**src/rtl/wb_arbiter_pkg.sv**
```systemverilog
// Shared types and sizing for the regfile write-port arbiter.
// Imported by the FIFO, the interface and the arbiter top.
package wb_arbiter_pkg;

  localparam int REG_IDX_W     = 5;
  localparam int XLEN          = 32;
  localparam int NUM_REGS      = 32;
  localparam int WB_FIFO_DEPTH = 2;
  localparam int MDU_MAX_OUTST = 4;

  typedef logic [REG_IDX_W-1:0] reg_idx_t;
  typedef logic [XLEN-1:0]      xdata_t;

  typedef struct packed {
    reg_idx_t idx;
    xdata_t   data;
  } wb_entry_t;

  function automatic logic is_x0(reg_idx_t i);
    return i == '0;
  endfunction

endpackage

```
**src/rtl/wb_arbiter_if.sv**
```systemverilog
// Write-port arbiter bus: pipeline WB, MDU issue/result,
// ID hazard query and regfile write port.
interface wb_arbiter_if;
  import wb_arbiter_pkg::*;

  logic     pipe_wb_en;
  reg_idx_t pipe_wb_idx;
  xdata_t   pipe_wb_data;

  logic     mdu_issue;
  reg_idx_t mdu_issue_idx;

  logic     mdu_res_valid;
  logic     mdu_res_ready;
  reg_idx_t mdu_res_idx;
  xdata_t   mdu_res_data;

  logic     id_rs1_en;
  logic     id_rs2_en;
  logic     id_rd_en;
  reg_idx_t id_rs1_idx;
  reg_idx_t id_rs2_idx;
  reg_idx_t id_rd_idx;
  logic     id_mdu;

  logic     wb_rd_en;
  reg_idx_t wb_rd_idx;
  xdata_t   wb_rd_data;
  logic     stall;

  modport master (
    output pipe_wb_en, pipe_wb_idx, pipe_wb_data,
    output mdu_issue, mdu_issue_idx,
    output mdu_res_valid, mdu_res_idx, mdu_res_data,
    input  mdu_res_ready,
    output id_rs1_en, id_rs2_en, id_rd_en,
    output id_rs1_idx, id_rs2_idx, id_rd_idx, id_mdu,
    input  wb_rd_en, wb_rd_idx, wb_rd_data, stall
  );

  modport slave (
    input  pipe_wb_en, pipe_wb_idx, pipe_wb_data,
    input  mdu_issue, mdu_issue_idx,
    input  mdu_res_valid, mdu_res_idx, mdu_res_data,
    output mdu_res_ready,
    input  id_rs1_en, id_rs2_en, id_rd_en,
    input  id_rs1_idx, id_rs2_idx, id_rd_idx, id_mdu,
    output wb_rd_en, wb_rd_idx, wb_rd_data, stall
  );

endinterface

```
**src/rtl/wb_fifo.sv**
```systemverilog
// Small power-of-2 FIFO holding MDU results {idx, data}.
// Registered count; full/empty derived from it.
module wb_fifo
  import wb_arbiter_pkg::*;
#(
  parameter int DEPTH = WB_FIFO_DEPTH
) (
  input  logic      clk,
  input  logic      rst,
  input  logic      push,
  input  wb_entry_t din,
  input  logic      pop,
  output wb_entry_t dout,
  output logic      full,
  output logic      empty
);

  localparam int PW = (DEPTH > 1) ? $clog2(DEPTH) : 1;
  localparam int CW = $clog2(DEPTH + 1);

  wb_entry_t       mem [DEPTH];
  logic [PW-1:0]   wr_ptr;
  logic [PW-1:0]   rd_ptr;
  logic [CW-1:0]   count;

  assign full  = count == CW'(DEPTH);
  assign empty = count == '0;
  assign dout  = mem[rd_ptr];

  always_ff @(posedge clk) begin
    if (push) mem[wr_ptr] <= din;
  end

  always_ff @(posedge clk or posedge rst) begin
    if (rst) begin
      wr_ptr <= '0;
      rd_ptr <= '0;
      count  <= '0;
    end else begin
      if (push) wr_ptr <= wr_ptr + 1'b1;
      if (pop)  rd_ptr <= rd_ptr + 1'b1;
      unique case ({push, pop})
        2'b10:   count <= count + 1'b1;
        2'b01:   count <= count - 1'b1;
        default: count <= count;
      endcase
    end
  end

endmodule

```
**src/rtl/wb_arbiter.sv**
```systemverilog
// Regfile write-port arbiter: pipeline WB has priority, buffered
// MDU results drain into idle slots; scoreboard stalls ID.
module wb_arbiter
  import wb_arbiter_pkg::*;
#(
  parameter int FIFO_DEPTH = WB_FIFO_DEPTH,
  parameter int MAX_OUTST  = MDU_MAX_OUTST
) (
  input logic         clk,
  input logic         rst,
  wb_arbiter_if.slave bus
);

  localparam int OW = $clog2(MAX_OUTST + 1);

  wb_entry_t             head;
  wb_entry_t             din;
  logic                  full;
  logic                  empty;
  logic                  push;
  logic                  pop;
  logic                  pipe_win;
  logic [NUM_REGS-1:0]   pending;
  logic [NUM_REGS-1:0]   pending_d;
  logic [OW-1:0]         outst;
  logic                  hz_rs1;
  logic                  hz_rs2;
  logic                  hz_rd;
  logic                  no_credit;

  assign din.idx  = bus.mdu_res_idx;
  assign din.data = bus.mdu_res_data;

  assign bus.mdu_res_ready = !full && !rst;
  assign push = bus.mdu_res_valid && bus.mdu_res_ready;

  assign pipe_win = bus.pipe_wb_en && !is_x0(bus.pipe_wb_idx);
  assign pop      = !empty && !pipe_win;

  wb_fifo #(.DEPTH(FIFO_DEPTH)) u_fifo (
    .clk   (clk),
    .rst   (rst),
    .push  (push),
    .din   (din),
    .pop   (pop),
    .dout  (head),
    .full  (full),
    .empty (empty)
  );

  always_comb begin
    bus.wb_rd_en   = 1'b0;
    bus.wb_rd_idx  = '0;
    bus.wb_rd_data = '0;
    unique case (1'b1)
      pipe_win: begin
        bus.wb_rd_en   = 1'b1;
        bus.wb_rd_idx  = bus.pipe_wb_idx;
        bus.wb_rd_data = bus.pipe_wb_data;
      end
      pop: begin
        bus.wb_rd_en   = !is_x0(head.idx);
        bus.wb_rd_idx  = head.idx;
        bus.wb_rd_data = head.data;
      end
      default: ;
    endcase
  end

  // Clear first so a same-cycle re-issue to the drained idx wins.
  always_comb begin
    pending_d = pending;
    if (pop) pending_d[head.idx] = 1'b0;
    if (bus.mdu_issue) pending_d[bus.mdu_issue_idx] = 1'b1;
    pending_d[0] = 1'b0;
  end

  always_ff @(posedge clk or posedge rst) begin
    if (rst) begin
      pending <= '0;
      outst   <= '0;
    end else begin
      pending <= pending_d;
      unique case ({bus.mdu_issue, pop})
        2'b10:   outst <= outst + 1'b1;
        2'b01:   outst <= outst - 1'b1;
        default: outst <= outst;
      endcase
      assert (!(pipe_win && pending[bus.pipe_wb_idx]))
        else $error("pipeline write to pending x%0d", bus.pipe_wb_idx);
      assert (!(push && !is_x0(bus.mdu_res_idx)
                && !pending[bus.mdu_res_idx]))
        else $error("MDU result to non-pending x%0d", bus.mdu_res_idx);
      assert (!(pop && !bus.mdu_issue && outst == '0))
        else $error("MDU outstanding count underflow");
    end
  end

  assign hz_rs1    = bus.id_rs1_en && pending[bus.id_rs1_idx];
  assign hz_rs2    = bus.id_rs2_en && pending[bus.id_rs2_idx];
  assign hz_rd     = bus.id_rd_en  && pending[bus.id_rd_idx];
  assign no_credit = bus.id_mdu && (outst == OW'(MAX_OUTST));
  assign bus.stall = hz_rs1 || hz_rs2 || hz_rd || no_credit;

endmodule

```
**src/flat_wrapper.sv**
```systemverilog
// flat-port wrapper written by rule: the top's interface ports become plain ports
module wb_arbiter_flat import wb_arbiter_pkg::*;
#(
  parameter int FIFO_DEPTH = WB_FIFO_DEPTH,
  parameter int MAX_OUTST  = MDU_MAX_OUTST
)
  (clk, rst, bus_pipe_wb_en, bus_pipe_wb_idx, bus_pipe_wb_data, bus_mdu_issue, bus_mdu_issue_idx, bus_mdu_res_valid, bus_mdu_res_idx, bus_mdu_res_data, bus_mdu_res_ready, bus_id_rs1_en, bus_id_rs2_en, bus_id_rd_en, bus_id_rs1_idx, bus_id_rs2_idx, bus_id_rd_idx, bus_id_mdu, bus_wb_rd_en, bus_wb_rd_idx, bus_wb_rd_data, bus_stall);
  wb_arbiter_if bus_i ();
  input logic clk;
  input logic rst;
  input wire logic [$bits(bus_i.pipe_wb_en)-1:0] bus_pipe_wb_en;
  input wire logic [$bits(bus_i.pipe_wb_idx)-1:0] bus_pipe_wb_idx;
  input wire logic [$bits(bus_i.pipe_wb_data)-1:0] bus_pipe_wb_data;
  input wire logic [$bits(bus_i.mdu_issue)-1:0] bus_mdu_issue;
  input wire logic [$bits(bus_i.mdu_issue_idx)-1:0] bus_mdu_issue_idx;
  input wire logic [$bits(bus_i.mdu_res_valid)-1:0] bus_mdu_res_valid;
  input wire logic [$bits(bus_i.mdu_res_idx)-1:0] bus_mdu_res_idx;
  input wire logic [$bits(bus_i.mdu_res_data)-1:0] bus_mdu_res_data;
  output wire logic [$bits(bus_i.mdu_res_ready)-1:0] bus_mdu_res_ready;
  input wire logic [$bits(bus_i.id_rs1_en)-1:0] bus_id_rs1_en;
  input wire logic [$bits(bus_i.id_rs2_en)-1:0] bus_id_rs2_en;
  input wire logic [$bits(bus_i.id_rd_en)-1:0] bus_id_rd_en;
  input wire logic [$bits(bus_i.id_rs1_idx)-1:0] bus_id_rs1_idx;
  input wire logic [$bits(bus_i.id_rs2_idx)-1:0] bus_id_rs2_idx;
  input wire logic [$bits(bus_i.id_rd_idx)-1:0] bus_id_rd_idx;
  input wire logic [$bits(bus_i.id_mdu)-1:0] bus_id_mdu;
  output wire logic [$bits(bus_i.wb_rd_en)-1:0] bus_wb_rd_en;
  output wire logic [$bits(bus_i.wb_rd_idx)-1:0] bus_wb_rd_idx;
  output wire logic [$bits(bus_i.wb_rd_data)-1:0] bus_wb_rd_data;
  output wire logic [$bits(bus_i.stall)-1:0] bus_stall;
  assign bus_i.pipe_wb_en = bus_pipe_wb_en;
  assign bus_i.pipe_wb_idx = bus_pipe_wb_idx;
  assign bus_i.pipe_wb_data = bus_pipe_wb_data;
  assign bus_i.mdu_issue = bus_mdu_issue;
  assign bus_i.mdu_issue_idx = bus_mdu_issue_idx;
  assign bus_i.mdu_res_valid = bus_mdu_res_valid;
  assign bus_i.mdu_res_idx = bus_mdu_res_idx;
  assign bus_i.mdu_res_data = bus_mdu_res_data;
  assign bus_mdu_res_ready = bus_i.mdu_res_ready;
  assign bus_i.id_rs1_en = bus_id_rs1_en;
  assign bus_i.id_rs2_en = bus_id_rs2_en;
  assign bus_i.id_rd_en = bus_id_rd_en;
  assign bus_i.id_rs1_idx = bus_id_rs1_idx;
  assign bus_i.id_rs2_idx = bus_id_rs2_idx;
  assign bus_i.id_rd_idx = bus_id_rd_idx;
  assign bus_i.id_mdu = bus_id_mdu;
  assign bus_wb_rd_en = bus_i.wb_rd_en;
  assign bus_wb_rd_idx = bus_i.wb_rd_idx;
  assign bus_wb_rd_data = bus_i.wb_rd_data;
  assign bus_stall = bus_i.stall;
  wb_arbiter #(.FIFO_DEPTH(FIFO_DEPTH), .MAX_OUTST(MAX_OUTST)) u_core (.clk(clk), .rst(rst), .bus(bus_i));
endmodule
```
**config.mk**
```make
export PLATFORM = sky130hd
export DESIGN_NAME = wb_arbiter_flat
export DESIGN_NICKNAME = d
export VERILOG_FILES = /design/src/rtl/wb_arbiter_pkg.sv /design/src/rtl/wb_arbiter_if.sv /design/src/rtl/wb_fifo.sv /design/src/rtl/wb_arbiter.sv /design/src/flat_wrapper.sv
export SDC_FILE = /design/constraint.sdc
export NUM_CORES = 1
export LEC_CHECK = 0
export ABC_CLOCK_PERIOD_IN_PS = 2890
export BUFFER_PORTS_ARGS = -buffer_cell sky130_fd_sc_hd__buf_4
export CORE_MARGIN = 2
export CORE_UTILIZATION = 35
export CTS_BUF_LIST = sky130_fd_sc_hd__clkbuf_16
export DETAILED_ROUTE_END_ITERATION = 12
export HOLD_SLACK_MARGIN = 0.15
export MAX_ROUTING_LAYER = met4
export PLACE_DENSITY = 0.6
export SLEW_MARGIN = 20
export SYNTH_ARGS = -nofsm -noshare
export SYNTH_HDL_FRONTEND = slang
export SYNTH_SLANG_ARGS = --single-unit
```
**constraint.sdc**
```tcl
create_clock -name clk -period 2.89 [get_ports clk]
set_input_delay 0.4335 -clock clk [delete_from_list [all_inputs] [get_ports clk]]
set_output_delay 0.4335 -clock clk [all_outputs]
set_load 0.1 [all_outputs]
```
## After elaboration in Yosys (flattened, before gate mapping)

Memories as Yosys holds them, arrays and structs flattened.
Index checks and enable logic that the tools add are counted.

| storage, ports and cells | value |
|---|---|
| bits in registers | 38 |
| RAM bits | 74 |
| bits of input ports | 103 |
| output and inout bits | 40 |
| logic and storage cells | 71 |
| memories | 1 |

| cells by class | value |
|---|---|
| add/sub/neg operators | 6 |
| order comparisons | 7 |
| equal/unequal tests | 6 |
| muxes and demuxes | 19 |
| bitwise logic cells | 3 |
| reductions and logical operators | 24 |

Memory list:

| name | words | width | rd ports | clocked after memory_dff | write ports | RTL line | source |
|---|---|---|---|---|---|---|---|
| u_core.u_fifo.mem | 2 | 37 | 1 | 0 | 1 | wb_fifo.sv:21 | `wb_entry_t mem [DEPTH];` |

Operators by type and width:

| kind | number |
|---|---|
| $mux W32 | 2 |
| $pmux W32 S2 | 1 |
| $and A32 B32 Y32 | 1 |
| $not A32 Y32 | 1 |
| $or A32 B32 Y32 | 1 |
| $lt A5 B6 Y1 const B | 5 |
| $bmux W1 S5 | 3 |
| $demux W1 S5 | 2 |
| $ge A5 B1 Y1 const B | 2 |
| $logic_and A1 B1 Y1 | 10 |
| $logic_not A5 Y1 | 2 |
| $pmux W5 S2 | 1 |
| $mux W1 | 7 |
| $eq A2 B2 Y1 const B | 3 |
| $logic_not A1 Y1 | 6 |
| $pmux W3 S2 | 1 |
| $eq A2 B1 Y1 const B | 2 |
| $pmux W2 S2 | 1 |
| $reduce_bool A2 Y1 | 2 |
| $add A3 B1 Y3 const B | 1 |
| $eq A3 B3 Y1 const B | 1 |
| $logic_or A1 B1 Y1 | 3 |
| $sub A3 B1 Y3 const B | 1 |
| $add A1 B1 Y1 const B | 2 |
| other kinds (4) | 4 |

## Logic depth before layout (Yosys ltp)

An unclocked memory read counts as a cell.

| depth | value |
|---|---|
| depth in word-level cells | 10 |
| mapped depth | 10 |

## Modules after synthesis

From an unflattened synthesis, not the netlist that was laid out.

| unflattened totals | value |
|---|---|
| cell total of the unflattened synthesis | 489 |
| area, all modules | 5823.1 um2 |

Modules (own cells, without submodules):

| module | instances | cells each | area each (um2) |
|---|---|---|---|
| wb_fifo | 1 | 132 | 2940.3 |
| wb_arbiter | 1 | 357 | 2882.8 |

## Worst setup path after synthesis

OpenSTA, ideal clock, no wires.

| timing | value |
|---|---|
| path type | register to register |
| start point | reg u_core.u_fifo.count[0] |
| end point | mem u_core.u_fifo.mem[0][0] (netlist name), enable pin |
| data arrival time | 3.976 ns |
| setup slack | -1.517 ns |
| cell stages (with the launch flop) | 5 |
| buffers on the path | 0 |
| period minus slack after synthesis | 4.407 ns |
| cells stage by stage | dfrtp_1 > inv_1 > a21oi_1 > nand2_1 > nor2_1 |

| on the way | value |
|---|---|
| word-level cells in the longest chain between the ends | 6 |

RTL lines:

| item | RTL line | source |
|---|---|---|
| start: declaration | wb_fifo.sv:24 | `logic [CW-1:0] count;` |
| start signal: assignment | wb_fifo.sv:43 | `2'b10: count <= count + 1'b1;` |
| start signal: assignment | wb_fifo.sv:44 | `2'b01: count <= count - 1'b1;` |
| start signal: assignment | wb_fifo.sv:45 | `default: count <= count;` |
| $eq A2 B2 Y1 | wb_fifo.sv:26 | `assign full = count == CW'(DEPTH);` |
| $logic_not A1 Y1 | wb_arbiter.sv:34 | `assign bus.mdu_res_ready = !full && !rst;` |
| $logic_and A1 B1 Y1 | wb_arbiter.sv:34 |  |
| net bus_mdu_res_ready | flat_wrapper.sv:19 | `output wire logic [$bits(bus_i.mdu_res_ready)-1:0] bus_mdu_res_ready;` |
| $logic_and A1 B1 Y1 | wb_arbiter.sv:35 | `assign push = bus.mdu_res_valid && bus.mdu_res_ready;` |
| $mux W1 | wb_fifo.sv:31 | `if (push) mem[wr_ptr] <= din;` |
| $mux W1 (implied by the code) | wb_fifo.sv:31 |  |
| end: declaration | wb_fifo.sv:21 |  |

The timed path passes the listed nets, and every way through them passes these cells.

## Final worst setup path

| timing | value |
|---|---|
| start point | in bus_pipe_wb_idx[0] |
| end point | out bus_wb_rd_data[27] |

| on the way | value |
|---|---|
| word-level cells in the longest chain between the ends | 6 |

RTL lines:

| item | RTL line | source |
|---|---|---|
| start: declaration | flat_wrapper.sv:12 | `input wire logic [$bits(bus_i.pipe_wb_idx)-1:0] bus_pipe_wb_idx;` |
| $logic_not A5 Y1 (*) | wb_arbiter_pkg.sv:20 | `return i == '0;` |
| $logic_not A1 Y1 (*) | wb_arbiter.sv:37 | `assign pipe_win = bus.pipe_wb_en && !is_x0(bus.pipe_wb_idx);` |
| $logic_and A1 B1 Y1 (*) | wb_arbiter.sv:37 |  |
| $logic_not A1 Y1 | wb_arbiter.sv:38 | `assign pop = !empty && !pipe_win;` |
| $logic_and A1 B1 Y1 | wb_arbiter.sv:38 |  |
| $pmux W32 S2 (*) | wb_arbiter.sv:55 | `unique case (1'b1)` |
| end: declaration | flat_wrapper.sv:29 | `output wire logic [$bits(bus_i.wb_rd_data)-1:0] bus_wb_rd_data;` |

Mark *: on every way between the ends. The rest lies on a longest branch, timed or not.

==> flow_summary_export.csv <==
group,metric,value,unit
drt,firstDrtPassIters,4,
clock_network,cts_root_buffer,"clkbuf_16",
final_layout,layout.nets,702,
synthesis,synth_warnings,0,
drt,post_drt_wl_per_cell,17.4,um
floorplan,ios,143,
place,place_area,0.00750,mm2
grt,grt_pass1_vias,4398,
synthesis,synth.avg_cell_area,12.4,um2
setup_path,startpoint_type,"input pin",
place,dp_slack,69.8,ps
synthesis,synthCells,454,
setup_path,worst-setup-path-type,"in2out",
pwr,power_switching,3250,uW
place,port_buffers,142,
pwr,combinationalPowerShare,50.2,%
drt,drt_wl_total,14.2,mm
synthesis,synth_seq_cells,112,
outcome,outcome,"complete, no violations",
clock_network,cts_resized,0,
synthesis,synth_edf_count,74,
clock_network,clk_pin_slew_worst_paths,70,ps
grt,grt-ovfl-total,0,
floorplan,die_h,131,um
clock_network,post_cts_buffers,0,
timing,tightest_slew,655,ps
floorplan,die_area,0.0171,mm2
synthesis,synth_cell_types,43,
clock_network,h-tree-depth,3,
timing,setup_violations,0,
synthesis,synth_nets,560,
clock_network,cts.sinks,112,
floorplan,start_util,35.7,%
floorplan,num_rows,46,
clock_network,cts_tree,"built",
grt,grt_first_pass_wirelength,22.7,mm
floorplan,fp.coreArea,0.0158,mm2
pwr,p_leak,0.00302,uW
drt,ant_nets,0,
clock_network,clk_latency,330,ps
timing,rsz0062_at_grt,"false",
final_layout,areaGrowthSynthToFinish,37.9,%
clock_network,cts_buffers,9,
clock_network,cts.path.max_buffers,2,
timing,drv_slew,0,
timing,fmax,369,MHz
timing,layout_setup_ws,180,ps
timing,slew_headroom,56.3,%
synthesis,async_flop_share,33.9,%
final_layout,nFillCells,1448,
setup_path,crit_required,2460,ps
drt,viasPerCell,5.23,
timing,period_needed,2710,ps
drt,drc,0,
grt,antenna_found_initial,0,
place,gp_congestion,0.848,
floorplan,dieWidth,131,um
drt,drt-initial-drc-count,172,
pwr,p_int,3940,uW
pwr,seqPwrFrac,34.8,%
pwr,pwr-share-clk,15.0,%
grt,grt_max_degree,39,
setup_path,worstPathArrival,2280,ps
timing,fin_crit_sh,93.8,%
drt,vias,4265,
timing,finalClockSkew,5.46,ps
synthesis,synth_area,0.00562,mm2
final_layout,postLayoutCellArea,0.00775,mm2
final_layout,drive_gt1_share,39.0,%
final_layout,n_antenna_cell,0,
pwr,power.density,927,mW/mm2
setup_path,endpoint_kind,"primary output",
timing,finalHoldViolCount,0,
setup_path,crit_fanout,32,
synthesis,synth_ff_type,"edfxtp_1",
grt,grt_usage,18.0,%
pwr,vdd_drop_max,0.558,mV
pwr,p_sw_share,45.2,%
flow_run,drv_cap,0,
place,dp_hpwl,10.9,mm
clock_network,hold_buffers,0,
min_path,hp-class,"in2async",
synthesis,yosysSeqAreaShare,56.4,%
[cell usage after synthesis (9+ instances only)]
master,n,area [um2]
dfrtp_1,38,951
o31ai_1,34,255
clkbuf_1,16,60.1
o21ai_0,51,255
edfxtp_1,74,2220
nand2_1,51,191
o21ai_1,16,80.1
nor2_1,9,33.8
nor2b_1,9,56.3
mux4_2,20,450
inv_1,11,41.3
nand3_1,11,55.1
mux2i_1,47,470
[area by class of cell]
class                           count  area, um2  area share (%)
Clock buffer                        9        225            2.90
Clock inverter                      6       30.0           0.387
Multi-Input combinational cell    305       2800            36.1
Inverter                           11       41.3           0.533
Timing Repair Buffer              157       1220            15.7
Tap cell                          216        270            3.49
Sequential cell                   112       3170            40.9
[stage by stage]
stage	utilization [%]	total power (uW)	std cells	setup TNS, ps	hold WS, ps
2_1_floorplan	-	5270	454	-1180	441
3_3_place_gp	47.5	6100	801	0	457
3_5_place_dp	47.5	6170	801	0	459
4_1_cts	49.2	7250	816	0	226
5_1_grt	49.2	7580	816	0	262
6_report	49.2	7190	816	0	220
[worst max-delay path: stages]
cell and delay (ps):
buf_4 120, or4_1 560, o21a_4 320, buf_12 220
o31ai_4 260, buf_4 320
[power by group through the flow]
stage | clock network [uW] | registers, uW | logic [uW]
6_report | 1080 | 2500 | 3610
5_1_grt | 1180 | 2560 | 3830
4_1_cts | 1110 | 2500 | 3640
3_5_place_dp | 0 | 2530 | 3640
3_3_place_gp | 0 | 2510 | 3600
2_1_floorplan | 0 | 2360 | 2920
[final timing paths]
| kind | start | end | slack (ps) | depth (start not counted) |
|---|---|---|---|---|
| worst min-delay path | rst | u_core.u_fifo.count[1]$_DFFE_PP0P_ | 220 | 3 |
| max in group asynchronous | rst | u_core.u_fifo.rd_ptr$_DFFE_PP0N_ | 2300 | 3 |
| worst max-delay path | bus_pipe_wb_idx[0] | bus_wb_rd_data[27] | 180 | 6 |
| worst max register to register | u_core.u_fifo.count[0]$_DFFE_PP0P_ | u_core.outst[2]$_DFFE_PP0P_ | 810 | 9 |
| worst min register to register | u_core.outst[2]$_DFFE_PP0P_ | u_core.outst[2]$_DFFE_PP0P_ | 470 | 1 |
| min in group clk | bus_mdu_res_data[6] | u_core.u_fifo.mem[1][6]$_DFFE_PP_ | 280 | 1 |
[cell families (layout without fill, tap and decap cells)]
| kind of cell | count (synthesis) | after routing | share of synthesized area (%) |
|---|---|---|---|
| muxes | 70 | 70 | 17.0 |
| AOI/OAI and AO/OA | 124 | 124 | 13.4 |
| DFF | 112 | 112 | 56.4 |
| xor gates and xnor gates | 8 | 8 | 1.25 |
| adders and majority gates | 3 | 3 | 0.801 |
| and+or+nand+nor | 100 | 100 | 8.39 |
| buffers and inverters | 37 | 183 | 2.74 |
[cell usage in the layout (no fill, tap or decap), types with 3 or more instances in the layout]
master and count:
nor2_1 7, or3_1 3, nor2b_1 9, mux4_2 20, buf_12 3, o21ai_0 49, edfxtp_1 74, nand3b_1 5
mux2i_1 47, nand3_1 11, a211oi_1 3, mux2_2 3, xor2_1 3, nand2_1 51, xnor2_1 5, clkbuf_16 9
dfrtp_1 37, nand2b_1 4, o31ai_4 34, inv_1 13, buf_4 154, a21oi_1 6, o21ai_1 18
[routing by layer]
| layer | up-vias | share of wire (%) | global-route usage [%] |
|---|---|---|---|
| met5 | - | 0 | - |
| met4 | 0 | 2.1 | 5.63 |
| met3 | 17 | 6.9 | 3.95 |
| met2 | 151 | 49 | 29.3 |
| met1 | 2066 | 42 | 22.5 |
| li1 | 2031 | - | - |
[sequential cells by signal (all words and copies together), names as in the netlist]
name and cells:
u_core.pending 31, u_core.u_fifo.rd_ptr 1, u_core.u_fifo.count 2, u_core.u_fifo.mem 74, u_core.u_fifo.wr_ptr 1, u_core.outst 3
(Power assumes the default switching activity.)
